**config.mk**
```make
export PLATFORM = sky130hd
export DESIGN_NAME = cop0_write_sequencer
export DESIGN_NICKNAME = d
export VERILOG_FILES = /design/src/rtl/cop0_write_sequencer.sv
export SDC_FILE = /design/constraint.sdc
export NUM_CORES = 1
export LEC_CHECK = 0
export ABC_AREA = 1
export BUFFER_PORTS_ARGS = -buffer_cell sky130_fd_sc_hd__clkbuf_2
export CORE_ASPECT_RATIO = 1.75
export CORE_MARGIN = 2
export CORE_UTILIZATION = 53
export CTS_BUF_LIST = sky130_fd_sc_hd__clkbuf_8 sky130_fd_sc_hd__clkbuf_16
export DETAILED_ROUTE_END_ITERATION = 16
export PLACE_DENSITY_LB_ADDON = 0.12
export SYNTH_ARGS = -nofsm -noshare
export SYNTH_HDL_FRONTEND = slang
export SYNTH_SLANG_ARGS = --single-unit
```
**constraint.sdc**
```tcl
create_clock -name clk -period 3.8 [get_ports clk]
set_clock_uncertainty 0.05 [all_clocks]
set_input_delay 0.38 -clock clk [delete_from_list [all_inputs] [get_ports clk]]
set_output_delay 0.38 -clock clk [all_outputs]
set_load 0.005 [all_outputs]
```
**src/rtl/cop0_write_sequencer.sv**
```systemverilog
// cop0_write_sequencer: sole owner of the CP0 register-file write port.
// Arbitrates exception entry, eret, mtc0, LL and hardware-interrupt updates.
// Each exception expands into an atomic, back-to-back burst of masked writes.
// Ports:
//   clk, rst_n                      clock, synchronous active-low reset
//   mtc0_valid/ready/rd/sel/data/wmask   filtered mtc0 write request
//   exc_valid/ready/epc/code/bd/bv_valid/badvaddr   exception entry
//   eret_valid/ready                eret request (clears Status.EXL)
//   ll_valid/ready/addr             LLAddr update request
//   hw_int                          level interrupt lines -> Cause.IP7..IP2
//   cop0_we/rd/sel/wdata/wmask      registered masked write port
//   exc_done                        pulse with the exception's Status write
//   busy                            exception sequence in progress
module cop0_write_sequencer (
  input  logic        clk,
  input  logic        rst_n,
  input  logic        mtc0_valid,
  output logic        mtc0_ready,
  input  logic [4:0]  mtc0_rd,
  input  logic [2:0]  mtc0_sel,
  input  logic [31:0] mtc0_data,
  input  logic [31:0] mtc0_wmask,
  input  logic        exc_valid,
  output logic        exc_ready,
  input  logic [31:0] exc_epc,
  input  logic [4:0]  exc_code,
  input  logic        exc_bd,
  input  logic        exc_bv_valid,
  input  logic [31:0] exc_badvaddr,
  input  logic        eret_valid,
  output logic        eret_ready,
  input  logic        ll_valid,
  output logic        ll_ready,
  input  logic [31:0] ll_addr,
  input  logic [5:0]  hw_int,
  output logic        cop0_we,
  output logic [4:0]  cop0_rd,
  output logic [2:0]  cop0_sel,
  output logic [31:0] cop0_wdata,
  output logic [31:0] cop0_wmask,
  output logic        exc_done,
  output logic        busy
);

  localparam logic [4:0]  RD_BADVADDR = 5'd8;
  localparam logic [4:0]  RD_STATUS   = 5'd12;
  localparam logic [4:0]  RD_CAUSE    = 5'd13;
  localparam logic [4:0]  RD_EPC      = 5'd14;
  localparam logic [4:0]  RD_LLADDR   = 5'd17;
  localparam logic [31:0] MASK_ALL    = 32'hFFFF_FFFF;
  localparam logic [31:0] MASK_EXC    = 32'h8000_007C;
  localparam logic [31:0] MASK_EXL    = 32'h0000_0002;
  localparam logic [31:0] MASK_IP     = 32'h0000_FC00;

  // Each non-IDLE state names the next exception write to be loaded.
  typedef enum logic [1:0] {
    IDLE     = 2'd0,
    S_EPC    = 2'd1,
    S_CAUSE  = 2'd2,
    S_STATUS = 2'd3
  } state_e;

  state_e      state_q, state_d;
  logic [31:0] epc_q, epc_d;
  logic [4:0]  code_q, code_d;
  logic        bd_q, bd_d;
  logic [5:0]  hw_int_q, hw_int_d;
  logic        we_q, we_d;
  logic [4:0]  rd_q, rd_d;
  logic [2:0]  sel_q, sel_d;
  logic [31:0] wdata_q, wdata_d;
  logic [31:0] wmask_q, wmask_d;
  logic        exc_done_q, exc_done_d;
  logic        busy_q, busy_d;
  logic        idle;

  assign idle       = (state_q == IDLE);
  assign exc_ready  = idle;
  assign eret_ready = idle & ~exc_valid;
  assign mtc0_ready = idle & ~exc_valid & ~eret_valid;
  assign ll_ready   = idle & ~exc_valid & ~eret_valid & ~mtc0_valid;

  // Arbitration, exception sequencing and next write-port contents.
  always_comb begin
    state_d    = state_q;
    epc_d      = epc_q;
    code_d     = code_q;
    bd_d       = bd_q;
    hw_int_d   = hw_int_q;
    we_d       = 1'b0;
    rd_d       = rd_q;
    sel_d      = sel_q;
    wdata_d    = wdata_q;
    wmask_d    = wmask_q;
    exc_done_d = 1'b0;

    unique case (state_q)
      IDLE: begin
        if (exc_valid) begin
          epc_d  = exc_epc;
          code_d = exc_code;
          bd_d   = exc_bd;
          we_d   = 1'b1;
          sel_d  = 3'd0;
          wmask_d = MASK_ALL;
          if (exc_bv_valid) begin
            rd_d    = RD_BADVADDR;
            wdata_d = exc_badvaddr;
            state_d = S_EPC;
          end else begin
            // No BadVAddr: EPC goes out first, straight from the request.
            rd_d    = RD_EPC;
            wdata_d = exc_epc;
            state_d = S_CAUSE;
          end
        end else if (eret_valid) begin
          we_d    = 1'b1;
          rd_d    = RD_STATUS;
          sel_d   = 3'd0;
          wdata_d = 32'h0;
          wmask_d = MASK_EXL;
        end else if (mtc0_valid) begin
          we_d    = 1'b1;
          rd_d    = mtc0_rd;
          sel_d   = mtc0_sel;
          wdata_d = mtc0_data;
          wmask_d = mtc0_wmask;
        end else if (ll_valid) begin
          we_d    = 1'b1;
          rd_d    = RD_LLADDR;
          sel_d   = 3'd0;
          wdata_d = ll_addr;
          wmask_d = MASK_ALL;
        end else if (hw_int != hw_int_q) begin
          // Lowest priority: only the current level is written, so glitches
          // that settle back while busy never reach Cause.
          we_d     = 1'b1;
          rd_d     = RD_CAUSE;
          sel_d    = 3'd0;
          wdata_d  = {16'h0, hw_int, 10'h0};
          wmask_d  = MASK_IP;
          hw_int_d = hw_int;
        end
      end
      S_EPC: begin
        we_d    = 1'b1;
        rd_d    = RD_EPC;
        sel_d   = 3'd0;
        wdata_d = epc_q;
        wmask_d = MASK_ALL;
        state_d = S_CAUSE;
      end
      S_CAUSE: begin
        we_d    = 1'b1;
        rd_d    = RD_CAUSE;
        sel_d   = 3'd0;
        wdata_d = {bd_q, 24'h0, code_q, 2'b00};
        wmask_d = MASK_EXC;
        state_d = S_STATUS;
      end
      S_STATUS: begin
        we_d       = 1'b1;
        rd_d       = RD_STATUS;
        sel_d      = 3'd0;
        wdata_d    = MASK_EXL;
        wmask_d    = MASK_EXL;
        exc_done_d = 1'b1;
        state_d    = IDLE;
      end
      default: state_d = IDLE;
    endcase

    busy_d = (state_d != IDLE);
  end

  // State and output registers; reset abandons any partial sequence.
  always_ff @(posedge clk) begin
    if (!rst_n) begin
      state_q    <= IDLE;
      epc_q      <= 32'h0;
      code_q     <= 5'h0;
      bd_q       <= 1'b0;
      hw_int_q   <= 6'h0;
      we_q       <= 1'b0;
      rd_q       <= 5'h0;
      sel_q      <= 3'h0;
      wdata_q    <= 32'h0;
      wmask_q    <= 32'h0;
      exc_done_q <= 1'b0;
      busy_q     <= 1'b0;
    end else begin
      state_q    <= state_d;
      epc_q      <= epc_d;
      code_q     <= code_d;
      bd_q       <= bd_d;
      hw_int_q   <= hw_int_d;
      we_q       <= we_d;
      rd_q       <= rd_d;
      sel_q      <= sel_d;
      wdata_q    <= wdata_d;
      wmask_q    <= wmask_d;
      exc_done_q <= exc_done_d;
      busy_q     <= busy_d;
    end
  end

  assign cop0_we    = we_q;
  assign cop0_rd    = rd_q;
  assign cop0_sel   = sel_q;
  assign cop0_wdata = wdata_q;
  assign cop0_wmask = wmask_q;
  assign exc_done   = exc_done_q;
  assign busy       = busy_q;

endmodule

```
-- Word-level counts from Yosys, hierarchy flattened
Index checks and enable logic that the tools add are counted.
- logic and storage cells: 65
- output and inout bits: 79
- register bits: 121
- input bits: 187
- muxes and demuxes: 36
- reductions and logical operators: 5
- bitwise operators: 7
- eq/ne operators: 5
- operators with widths (operator ; count):
    $mux W32 ; 11
    $pmux W32 S4 ; 2
    $mux W5 ; 5
    $pmux W5 S4 ; 1
    $mux W3 ; 6
    $pmux W2 S4 ; 1
    $mux W1 ; 6
    $ne A6 B5 Y1 const B ; 1
    $ne A6 B6 Y1 ; 1
    $pmux W3 S2 ; 1
    $reduce_and A6 Y1 ; 1
    $eq A2 B2 Y1 const B ; 2
    $mux W2 ; 2
    $not A1 Y1 ; 4
    $and A1 B1 Y1 ; 3
    $reduce_or A3 Y1 ; 1
    $eq A2 B1 Y1 const B ; 1
    $logic_not A2 Y1 ; 1
    $pmux W1 S2 ; 1
    $reduce_and A2 Y1 ; 1
    $reduce_bool A2 Y1 ; 1

-- Longest topological paths before layout
- depth in word-level cells: 7
- gate-level depth with buffers: 13
- mapped depth without buffers: 11

-- Worst setup path before layout
No wires, ideal clock.
- path kind: reg-to-reg
- start point: reg state_q[0]
- end point: reg wmask_q[15] (netlist: cop0_wmask[15])
- period minus slack after synthesis: 1929 ps
- setup time: 114 ps
- data arrival time: 1765 ps
- cell stages (with the launch flop): 11
- required time: 3636 ps
- path buffers: 2
- slack: 1871 ps
- cells stage by stage: dfxtp_1 > inv_1 > ha_1 > buf_2 > nand2_1 > inv_2 > nor2_1 > clkbuf_1 > nand2_1 > nand3_1 > nand2_1
- word-level cells in the longest chain between the ends: 2
- elaborated cells on any way between the ends: 6
- classes of those cells: eq/ne: 4; mux: 1; reduce/logical: 1
- ends and longest elaborated chain (element ; RTL line ; RTL):
    from (decl) ; 63 ; state_e state_q, state_d;
    from (signal assigned) ; 192 ; state_q <= state_d;
    $logic_not A2 Y1 * ; -- ;
    via exc_ready ; 24 ; output logic exc_ready,
    $ne A6 B5 Y1 (no line) or $pmux W32 S4 (tied branches) ; -- ;
    to (signal assigned) ; 201 ; wmask_q <= wmask_d;
    to (decl) ; 72 ; logic [31:0] wmask_q, wmask_d;
The timed path passes the listed nets; every way through them passes the cells marked *.
A chain may end at the register's enable or synchronous reset.

-- Worst setup path in the final report
- start point: reg state_q[1]
- end point: reg wmask_q[9] (netlist: cop0_wmask[9])
- word-level cells in the longest chain between the ends: 2
- elaborated cells on any way between the ends: 6
- classes of those cells: eq/ne: 4; mux: 1; reduce/logical: 1
- ends and longest elaborated chain (element ; RTL line ; RTL):
    $eq A2 B2 Y1, or another cell as far along ; 97 ; unique case (state_q)
    $pmux W32 S4 or $ne A6 B5 Y1 (tied branches) ; -- ;
Several ways; a longest one is shown, not always the timed one.

==> summary.md <==
| Metric | Value |
|---|---|
| Status | complete, no violations |
| Initial DRC count | 365 |
| Period minus WS final | 2.643 ns |
| VDD IR-drop max | 0.3217 mV |
| PD cells | 446.5 mW/mm^2 |
| DIE AREA | 0.01342 mm^2 |
| Netlist cell types | 27 |
| Largest net degree at the start of global routing | 95 |
| Final WL | 21780 um |
| Final non-filler cell total | 1507 |
| Dpl hpwl | 15460 um |
| Postcts setup bufs | 0 |
| Leak | 0.004765 uW |
| Synth Net Count | 1293 |
| Worst Max-Slew Pin Slew | 1.025 ns |
| Unrepaired setup endpoints after global routing | false |
| # clock sinks | 121 |
| DR pass1 iterations | 5 |
| Hold buffer count at CTS | 0 |
| Initial Util | 53.76% |
| Count of final max-slew check failures | 0 |
| Inserted Clock Buffers | 17 |
| Initial antenna violation count | 0 |
| Critical path required time | 4.10 ns |
| Worst Hold Class | in2reg |
| Drt drc | 0 |
| Final TNS setup | 0 ns |
| Post-DP Area | 0.007963 mm^2 |
| CTS Buffer Depth | 2 |
| Worst setup path class | reg2reg |
| Commonest non-fill, non-tap cell in the layout | nand2_1 |
| Most frequent cells in the layout | nand2_1 (357), clkbuf_2 (264), nand3_1 (171), nor2_1 (165), dfxtp_1 (121) |
| Final GP Congestion | 0.9185 |
| Post-Syn Area per Cell | 5.999 um^2 |
| Achievable Freq | 378.4 MHz |
| Type of element capturing the critical path | flip-flop |
| FILL cells | 1184 |
| Synth area leader | dfxtp_1 |
| Mapped Area | 0.006611 mm^2 |
| Routed vias/inst | 5.198 |
| Worst-path clk slew | 0.06 ns |
| Ports | 266 |
| H-tree levels | 4 |
| Final instance area | 0.008567 mm^2 |
| Arrival time worst endpoint | 2.94 ns |
| Antenna Cells | 0 |
| Top post-synthesis cells by area | dfxtp_1 (37%), nand2_1 (20%), nand3_1 (13%) |
| Sequential area share after synthesis | 36.64% |
| Critical Path Source Type | flip-flop |
| First-pass GRT wire length | 34010 um |
| MaxCap Viol Count | 0 |
| Antenna-violating nets left | 0 |
| Period utilisation layout | 69.55% |
| Final core occ | 69.67% |
| Grt ovf | 0 |
| Share of the synthesized area in the top cell type | 36.64% |
| Max transition margin | 31.49% |
| Port bufs | 265 |
| Hold slack | 0.1407 ns |
| # setup viols final | 0 |
| Total GRT Usage | 32.53% |
| Vias in the first global route | 7293 |
| Fin. Hold Viols | 0 |
| Share of cells above drive strength 1 | 24.20% |
| Rows | 54 |
| Synthesis-to-finish area growth | 29.58% |
| Via Count | 7834 |
| Drt wl/cell | 14.45 um |
| Yosys reg bits | 121 |
| CTS root buffer | clkbuf_16 |
| Clock latency at the later pin of the worst-skew pair | 0.41 ns |
| CTS tree | built |
| Cells after DPL | 1475 |
| CP Max Fanout | 72 |
| Die extent in x | 88.43 um |
| CORE AREA | 0.01230 mm^2 |
| Synth Warn # | 0 |
| Final layout net count | 1517 |
| Mapped Cells | 1102 |
| Die H | 151.8 um |
| Post_cts resized | 0 |
[kinds of logic (layout without fill, tap and decap cells)]
group                      Yosys count  after routing  share of synthesized area [%]
and+or+nand+nor                    705            705                          43.72
buffers and inverters              155            392                          9.557
DFF                                121            121                          36.64
adders and majority gates            4              4                         0.7570
xor gates and xnor gates             3              3                         0.3975
AOI/OAI and AO/OA                  114            114                          8.933
[worst max-delay path, stage by stage, from the launching register on]
cell and delay [ns]:
dfxtp_1 0.33, inv_1 0.09, ha_1 0.19, nand2_2 0.09, clkinv_2 0.13, nand2_1 0.09
nor2_2 0.08, buf_4 0.34, inv_2 0.11, nor2_8 0.75, nand3_1 0.19, nand2_1 0.12
[area by class of cell]
cell class	instances	area [um^2]	share of cell area (%)
clock inverter	15	178.9	2.089
tap	168	210.2	2.454
sequential	121	2422	28.28
inverter	80	301.5	3.520
multi-input combinational	826	3575	41.73
timing repair buffer	280	1454	16.97
clock buffer	17	425.4	4.966
[routing by layer]
metal	routed length (um)	track usage, %
met2	11060	58.05
met3	1579	6.501
met1	7925	34.21
met5	0	0
met4	1210	19.70
[where the power goes]
| part | switching (uW) | internal [uW] |
|---|---|---|
| combinational | 442 | 287 |
| sequential | 64.6 | 1390 |
| clock | 607 | 1030 |
[cells in the mapped netlist, drive strengths merged]
cell type  number
inv            78
nand2         359
a22oi           5
nor3            1
xor2            2
nand4           3
xnor2           1
buf            29
ha              4
dfxtp         121
a21oi          35
clkbuf         46
o21ai          70
nand3         171
a21boi          1
a31oi           2
nor2          171
o211ai          1
clkinv          2
[per-stage QoR]
step | total power [uW] | worst slack, ns
after floorplan | 1889 | 1.871
after global placement | 2198 | 1.202
after detailed placement | 2209 | 1.135
after CTS | 3837 | 1.167
after global routing | 4006 | 0.9583
final | 3825 | 1.157
[sequential cells by signal (all words and copies together), names as in the netlist]
register	count
bd_q	1
busy	1
code_q	5
cop0_rd	5
cop0_sel	3
cop0_wdata	32
cop0_we	1
cop0_wmask	32
epc_q	32
exc_done	1
hw_int_q	6
state_q	2
[final timing paths]
kind          startpoint       endpoint  slack [ns]  cells past startpoint
min reg2reg     epc_q[9]       epc_q[9]        0.40                      2
min          mtc0_sel[0]    cop0_sel[0]        0.14                      3
max           state_q[1]  cop0_wmask[9]        1.16                     11
max reg2reg   state_q[1]  cop0_wmask[9]        1.16                     11
(Power assumes the default switching activity.)
